$ cat src/rtl/piso_shift_tx.sv
`default_nettype none
// ============================================================================
//  Module      : piso_shift_tx
//  Description : Parallel-in, serial-out shift transmitter with valid/ready
//                word intake, bit_tick-paced serial output and done pulse.
//  Revision    : 1.0 - initial release
// ============================================================================
module piso_shift_tx #(
    parameter int WIDTH     = 8,
    parameter bit LSB_FIRST = 1'b0
) (
    input  logic             clk,
    input  logic             rst,
    input  logic             in_valid,
    output logic             in_ready,
    input  logic [WIDTH-1:0] in_data,
    input  logic             bit_tick,
    output logic             ser_out,
    output logic             ser_valid,
    output logic             frame_start,
    output logic             done
);

    localparam int             C_CW   = (WIDTH > 1) ? $clog2(WIDTH) : 1;
    localparam logic [C_CW-1:0] C_LAST = C_CW'(WIDTH - 1);

    typedef enum logic [0:0] {
        IDLE  = 1'b0,
        SHIFT = 1'b1
    } state_t;

    state_t             r_state, w_state_nxt;
    logic [WIDTH-1:0]   r_sreg,  w_sreg_nxt;
    logic [C_CW-1:0]    r_cnt,   w_cnt_nxt;
    logic               r_done,  w_done_nxt;
    logic               w_out_bit;
    logic [WIDTH-1:0]   w_shifted;

    // Output end of the shift register and the one-step shift toward it.
    generate
        if (LSB_FIRST) begin : g_lsb_first
            assign w_out_bit = r_sreg[0];
            assign w_shifted = {1'b0, r_sreg[WIDTH-1:1]};
        end else begin : g_msb_first
            assign w_out_bit = r_sreg[WIDTH-1];
            assign w_shifted = {r_sreg[WIDTH-2:0], 1'b0};
        end
    endgenerate

    always_ff @(posedge clk or negedge rst) begin
        if (!rst) begin
            r_state <= IDLE;
            r_sreg  <= '0;
            r_cnt   <= '0;
            r_done  <= 1'b0;
        end else begin
            r_state <= w_state_nxt;
            r_sreg  <= w_sreg_nxt;
            r_cnt   <= w_cnt_nxt;
            r_done  <= w_done_nxt;
        end
    end

    always_comb begin
        w_state_nxt = r_state;
        w_sreg_nxt  = r_sreg;
        w_cnt_nxt   = r_cnt;
        w_done_nxt  = 1'b0;
        unique case (r_state)
            IDLE: begin
                // A tick coinciding with accept is dropped so bit 0 is held a full period.
                if (in_valid) begin
                    w_sreg_nxt  = in_data;
                    w_cnt_nxt   = '0;
                    w_state_nxt = SHIFT;
                end
            end
            SHIFT: begin
                if (bit_tick) begin
                    if (r_cnt == C_LAST) begin
                        w_state_nxt = IDLE;
                        w_done_nxt  = 1'b1;
                    end else begin
                        w_sreg_nxt = w_shifted;
                        w_cnt_nxt  = r_cnt + 1'b1;
                    end
                end
            end
            default: w_state_nxt = IDLE;
        endcase
    end

    assign in_ready    = (r_state == IDLE);
    assign ser_valid   = (r_state == SHIFT);
    assign ser_out     = ser_valid & w_out_bit;
    assign frame_start = ser_valid & (r_cnt == '0);
    assign done        = r_done;

endmodule
`default_nettype wire

$ cat config.mk
export PLATFORM = sky130hd
export DESIGN_NAME = piso_shift_tx
export DESIGN_NICKNAME = d
export VERILOG_FILES = /design/src/rtl/piso_shift_tx.sv
export SDC_FILE = /design/constraint.sdc
export NUM_CORES = 1
export LEC_CHECK = 0
export ABC_AREA = 1
export CORE_MARGIN = 1
export CORE_UTILIZATION = 47
export CTS_BUF_LIST = sky130_fd_sc_hd__clkbuf_4 sky130_fd_sc_hd__clkbuf_8 sky130_fd_sc_hd__clkbuf_16
export CTS_CLUSTER_DIAMETER = 100
export DETAILED_ROUTE_END_ITERATION = 10
export GPL_TIMING_DRIVEN = 0
export PLACE_DENSITY = 0.76
export SLEW_MARGIN = 0
export SYNTH_ARGS = -nofsm -noshare
export SYNTH_HDL_FRONTEND = slang
export SYNTH_SLANG_ARGS = --single-unit
$ cat constraint.sdc
create_clock -name clk -period 1.5 [get_ports clk]
set_input_delay 0.15 -clock clk [delete_from_list [all_inputs] [get_ports clk]]
set_output_delay 0.15 -clock clk [all_outputs]
set_load 0.1 [all_outputs]
Yosys cells after proc, flatten, opt, wreduce, memory -nomap -nowiden
Index checks and enable logic that the tools add are counted.
- output and inout port bits: 5
- register bits: 13
- word-level logic and storage cells: 29
- bits of input ports: 12
- mux-type cells: 15
- equal/unequal tests: 4
- bitwise logic cells: 3
- add/subtract/negate cells: 1
- reduce and logical (&&, ||, !) cells: 2
- operators with widths (cell ; count):
    $mux 8 ; 3
    $pmux 8 s2 ; 1
    $mux 3 ; 3
    $mux 1 ; 6
    $ne 2x2->1 const B ; 3
    $pmux 3 s2 ; 1
    $add 3x1->3 const B ; 1
    $eq 3x3->1 const B ; 1
    $logic_not 3->1 ; 1
    $reduce_and 3->1 ; 1
    $and 1x1->1 ; 2
    $pmux 1 s2 ; 1
    $not 1->1 ; 1

Longest topological paths before layout
Gate-level depths: netlist (run 1).
- depth after elaboration: 4
- depth in mapped cells: 7
- gate-level depth less buffers: 7

Worst setup path before layout (run 1)
No wires, ideal clock.
- path type: register to output
- start: register r_state, in the netlist ser_valid
- end: output frame_start
- path buffers: 1
- arrival time: 2.576 ns
- cell stages (with the launch flop): 4
- path slack: -1.226 ns
- required time: 1.350 ns
- cells stage by stage: dfrtp_1 > buf_4 > nand2_1 > nor2_1
- cells in the longest elaborated chain, start to end: 1
- RTL lines (what ; RTL line ; text):
    start, declared ; 32 ; state_t r_state, w_state_nxt;
    start signal, assigned ; 57 ; r_state <= w_state_nxt;
    $and 1x1->1 ; 96 ; assign frame_start = ser_valid & (r_cnt == '0);
    end, declared ; 20 ; output logic frame_start,
No other way between the ends.

Worst setup path after layout (run 1)
- start: register r_state, in the netlist ser_valid
- end: output ser_valid
- RTL lines (what ; RTL line ; text):
    end, declared ; 19 ; output logic ser_valid,
No word-level cell between the ends.

==> results of run 1 <==
==> cells in the mapped netlist <==
library cell  instances  area (um2)
buf_4                 2       15.01
ha_1                  3       37.54
dfrtp_1              13       325.3
nand3_1              11       55.05
buf_6                 1       11.26
nor2_4                1       11.26
inv_1                 9       33.78
nand2_1              50       187.7
buf_2                 1       5.000
nor2_1                5       18.77
nand3_2               1       10.01
==> cell usage in the layout (no fill, tap or decap), types with 2 or more instances in the layout <==
master | synthesis | routed
nand2_2 | 0 | 2
ha_1 | 3 | 2
nor2_1 | 5 | 4
dfrtp_1 | 13 | 12
buf_8 | 0 | 2
buf_4 | 2 | 2
clkdlybuf4s50_1 | 0 | 11
nand2_1 | 50 | 47
inv_1 | 9 | 7
clkdlybuf4s15_2 | 0 | 2
clkbuf_4 | 0 | 4
nor2_4 | 1 | 3
nand3_1 | 11 | 11
buf_6 | 1 | 2
==> worst reg2reg max path: stages, from the launching register on <==
cell and delay, ns:
dfrtp_1 0.41, ha_1 0.21, ha_1 0.19, nand2_2 0.10
inv_2 0.07, nor2_4 0.16, nand3_1 0.11, nand2_1 0.07
==> worst max-delay path by stage <==
stage	end	start	slack, ns	depth (start not counted)
global placement	frame_start	r_cnt[0]	-0.55	5
global route	ser_out	ser_valid	-0.007	4
finish	ser_valid	ser_valid	0.02	1
CTS	frame_start	r_cnt[0]	0.002	5
floorplan	frame_start	ser_valid	0.008	3
detailed placement	frame_start	r_cnt[0]	-0.60	5
==> through the flow <==
step	hold slack [ns]	util, %	setup WS [ns]	TNS [ns]
final	0.2224	73.68	0.02164	0
after global routing	0.2802	73.68	-0.006918	-0.006918
after CTS	0.2508	71.18	0.001995	0
after detailed placement	0.4693	67.84	-0.6015	-1.945
after global placement	0.4611	67.84	-0.5549	-1.899
after floorplan	-0.1456	-	0.007699	0
==> report_power, final <==
group	total, uW	switching (uW)	internal, uW
registers	564	89.4	474
clock network	256	134	122
logic	1080	679	404
==> final cells by class <==
class	instances	share of cell area, %
inverter	9	3.774
timing repair buffer	17	19.12
tap	15	1.887
clock buffer	4	3.019
buffer	4	3.522
sequential	13	33.08
multi-input combinational	72	35.60
==> flip-flops by register name, indices dropped and copies added, names as in the netlist <==
name / cells
done: 1
r_cnt: 3
r_sreg: 8
ser_valid: 1
==> repair_timing <==
item / CTS / global route
setup buffers: 0 / 1
pin swaps: 0 / 3
endpoints found under the setup margin: 5 / 13
cloned: 0 / 1
resized for setup: 29 / 7
==> cells by family after synthesis <==
family	count (synthesis)
simple gates	68
flops	13
buf+inv	13
fa+ha+maj	3
==> layer usage <==
metal / part of all wire, % / up-vias / global-route usage (%)
li1: - / 339 / -
met4: 2.0 / 0 / 10.00
met3: 2.4 / 6 / 4.891
met2: 53 / 12 / 41.41
met1: 43 / 311 / 24.58
met5: 0 / - / 0
==> metrics.md, run 1 <==
| Metric | Value |
|---|---|
| Final Max Tran Viols | 0 |
| Fin nets | 135 |
| Worst-path fanout max | 7 |
| Pin count of the biggest net entering global routing | 14 |
| Grt ovf | 0 |
| Crit Path Class | reg2out |
| FILL cells | 116 |
| Global-route wire length before repair | 2408 um |
| Final GP Congestion | 0.6780 |
| Fin area | 994.7 um2 |
| Worst r2r dst | r_sreg[6] |
| Slowest Stage Delay on Critical Path | 0.57 ns |
| Post-Syn Area | 710.7 um2 |
| Compound-cell area share of the yosys netlist | 0% |
| Finished Layout Cells | 134 |
| Root buffer cell | clkbuf_4 |
| Final Power | 1902 uW |
| DP Area | 915.9 um2 |
| Flop-to-flop setup slack | 0.12 ns |
| DP Cell Count | 128 |
| Clock slew seen by the registers of the worst setup and hold paths | 0.09 ns |
| CP endpoint kind | output port |
| DIE WIDTH | 40.89 um |
| Iter 0 DRT Violations | 7 |
| Seq/Total Area, Yosys | 45.77% |
| Ant. Diodes | 0 |
| Slew @ Worst Pin | 0.5881 ns |
| Tcrit/Tclk final | 98.56% |
| IO Pins | 17 |
| #FFs+latches synth | 13 |
| Vias in the first global route | 608 |
| Die span in y | 40.89 um |
| Port-buffer cells | 16 |
| Core area | 1350 um2 |
| Synth Area in Simple Gates | 39.79% |
| Hpwl dp | 1071 um |
| Worst vdd ir | 0.001098 V |
| Vias post-DR | 668 |
| Post-Route WL | 1634 um |
| Area of the multi-input gates | 354.1 um2 |
| Adder-Cell Fraction of Synth Area | 5.282% |
| Full die area | 1672 um2 |
| Final hold violation count | 0 |
| DR vias/cell | 4.985 |
| Fin crit period | 1.478 ns |
| CTS Buf Count | 3 |
| Reg-to-reg critical path startpoint | r_cnt[0] |
| Pwr Density | 1912 nW/um2 |
| Synth Area per Inst | 7.327 um2 |
| Yosys warning total | 0 |
| Post-route ant nets | 0 |
| Setup crit start kind | register |
| Relative slew slack | 60.67% |
| Crit path DAT | 1.33 ns |
| Fmax | 0.6764 GHz |
| GRT Util Overall | 22.70% |
| Buf/Inv on CP | 1 |
| XOR/XNOR share of the synthesized area | 0% |
| CTS tree | built |
| Setup Skew | 0.007051 ns |
| Lkg Pwr | 0.0005543 uW |
| Clock sinks | 13 |
| Share of layout cells above drive strength 1 | 21.01% |
| Mux cell area share after synthesis | 0% |
| Largest family of logic cells by synthesized area | simple AND/OR/NAND/NOR gates |
| Hold WC Path Type | in2async |
| FF-to-FF path depth | 7 |
| Area grow syn2layout | 39.96% |
| H-tree depth | 1 |
| Worst-path cell chain | clkdlybuf4s15_2 |
| Required time worst endpoint | 1.35 ns |
| Max-cap viol count | 0 |
| Drt drc | 0 |
| Avg WL per Cell | 12.19 um |
| Reg area | 329.1 um2 |
| Clock buffer depth | 2 |
| RSZ-0062 raised after global routing | true |
| Synth Instances | 97 |
| Delay-heaviest family, CP | buffers and inverters |
| Synthesized Nets | 112 |
| Worst skew pair latency | 0.29 ns |
| 1st-pass router iterations | 4 |
| Outcome | completed |
| Antenna violations before repair | 0 |
| Final setup viols | 0 |
| Initial core utilization | 52.64% |
| Row cnt | 13 |
| Slowest-stage cell, CP | clkdlybuf4s15_2 |
| Cell variety after synth | 11 |
| Hold_buf cts | 0 |
Note: power is estimated with default switching activity, not from simulation.
==> run 2: changes to the inputs <==
SLEW_MARGIN = 10   (was 0)
clock period = 1.6 ns   (was 1.5 ns; I/O delays follow)
==> run 2 against run 1 <==
  * Sequential share of layout area rose by 2.0 points
  * Flip-flop and latch count did not move
  * Utilization fell by 4.6 points
  * Clock-buffer cell count did not move
==> metrics.md, run 2 (synthesis gave the netlist of run 1 again) <==
| Metric | Value |
|---|---|
| Outcome | completed |
| Vias in the first global route | 528 |
| Hpwl dp | 1005 um |
| Row cnt | 13 |
| Pwr Density | 1710 nW/um2 |
| Initial core utilization | 52.64% |
| WL met3 | 48 um |
| Root buffer cell | clkbuf_4 |
| GRT Util Overall | 21.28% |
| Antenna violations before repair | 0 |
| DIE WIDTH | 40.89 um |
| Grt ovf | 0 |
| Post-route met1 wirelength | 711 um |
| Max reg flops | 8 |
| IO Pins | 17 |
| CTS Buf Count | 3 |
| Vias post-DR | 660 |
| Worst vdd ir | 0.0008014 V |
| Final Max Tran Viols | 0 |
| Area of the multi-input gates | 339.1 um2 |
| Full die area | 1672 um2 |
| Share of layout cells above drive strength 1 | 16.10% |
| FILL cells | 125 |
| Pin count of the biggest net entering global routing | 14 |
| FF-to-FF path depth | 7 |
| Drt drc | 0 |
| H-tree depth | 1 |
| Reg-to-reg critical path startpoint | r_cnt[0] |
| Biggest regs | r_sreg x8, r_cnt x3 |
| Post-Route WL | 1495 um |
| RSZ-0062 raised after global routing | false |
| Tcrit/Tclk final | 94.19% |
| Postcts setup bufs | 0 |
| Crit Path Class | reg2out |
| Post-route ant nets | 0 |
| Crit path DAT | 1.35 ns |
| DR vias/cell | 4.962 |
| Clock buffer depth | 2 |
| Iter 0 DRT Violations | 16 |
| CTS tree | built |
| Most common cell after layout, fill and taps aside | nand2_1 |
| Metal2 WL | 723 um |
| Slew @ Worst Pin | 0.5996 ns |
| Port-buffer cells | 16 |
| Area grow syn2layout | 31.16% |
| Die span in y | 40.89 um |
| Hold_buf cts | 0 |
| Max-cap viol count | 0 |
| Fin nets | 134 |
| Lkg Pwr | 0.0005419 uW |
| 1st-pass router iterations | 4 |
| Required time worst endpoint | 1.44 ns |
| Ant. Diodes | 0 |
| Clock slew seen by the registers of the worst setup and hold paths | 0.08 ns |
| Worst r2r dst | r_sreg[3] |
| Final Util | 69.05% |
| Core area | 1350 um2 |
| Flop-to-flop setup slack | 0.15 ns |
| Final GP Congestion | 0.8007 |
| Hold_ws | 0.2617 ns |
| Top Metal Used | met4 |
| CP endpoint kind | output port |
| Final hold violation count | 0 |
| Worst-path fanout max | 10 |
| Final setup viols | 0 |
| Global-route wire length before repair | 2270 um |
| Setup crit start kind | register |
| Hold WC Path Type | in2async |
| Avg WL per Cell | 11.24 um |
| Fin crit period | 1.507 ns |
| Clock sinks | 13 |
| Worst skew pair latency | 0.27 ns |
| Relative slew slack | 59.90% |
| Largest Register | r_sreg |
| Reg area | 326.6 um2 |
| Setup Skew | 0.001776 ns |
| Fmax | 0.6636 GHz |
| Most frequent cells in the layout | 50 x nand2_1, 12 x dfrtp_1, 11 x nand3_1, 11 x clkdlybuf4s50_1, 8 x inv_1 |
run 2: per-stage QoR:
stage / cells / area, um2 / TNS, ns / setup WS (ns) / power [uW]
floorplan: 97 / 723.2 / -0.06868 / -0.06868 / 1196
global placement: 128 / 902.1 / -1.318 / -0.4383 / 1371
detailed placement: 128 / 902.1 / -1.388 / -0.4589 / 1389
CTS: 132 / 923.4 / 0 / 0.01442 / 1596
global route: 133 / 932.1 / 0 / 0.009900 / 1715
finish: 133 / 932.1 / 0 / 0.09302 / 1594
run 2: layer usage:
metal	vias to the layer above	track usage, %
met3	2	4.891
met1	310	27.24
met4	0	10.00
met2	10	33.59
met5	-	0
li1	338	-
run 2: area by class of cell:
| cell class | count | area share, % |
|---|---|---|
| Multi-Input combinational cell | 72 | 36.38 |
| Sequential cell | 13 | 35.03 |
| Timing Repair Buffer | 16 | 15.97 |
| Inverter | 9 | 4.027 |
| Buffer | 4 | 3.356 |
| Clock buffer | 4 | 3.221 |
| Tap cell | 15 | 2.013 |
run 2: how the worst max path moves through the flow:
stage,start,to,depth (start not counted)
2_1_floorplan,ser_valid,frame_start,3
3_3_place_gp,ser_valid,frame_start,4
3_5_place_dp,ser_valid,frame_start,4
4_1_cts,done,done,1
5_1_grt,r_cnt[0],frame_start,5
6_report,ser_valid,frame_start,4
run 2: power by group:
part | switching (uW) | total [uW] | internal, uW
combinational | 583 | 853 | 270
sequential | 80.3 | 523 | 442
clock | 105 | 218 | 113
total | 769 | 1590 | 826
run 2: worst max-delay path, stage by stage, from the launching register on:
cell	delay, ns
dfrtp_2	0.43
buf_4	0.19
nand2_1	0.10
nor2_4	0.08
buf_4	0.28
run 2: what timing repair did:
action                                  CTS  global route
endpoints found under the hold margin     0             0
endpoints found under the setup margin    5             5
pin swaps                                 0             1
resized for setup                        22             3
gates cloned                              0             1
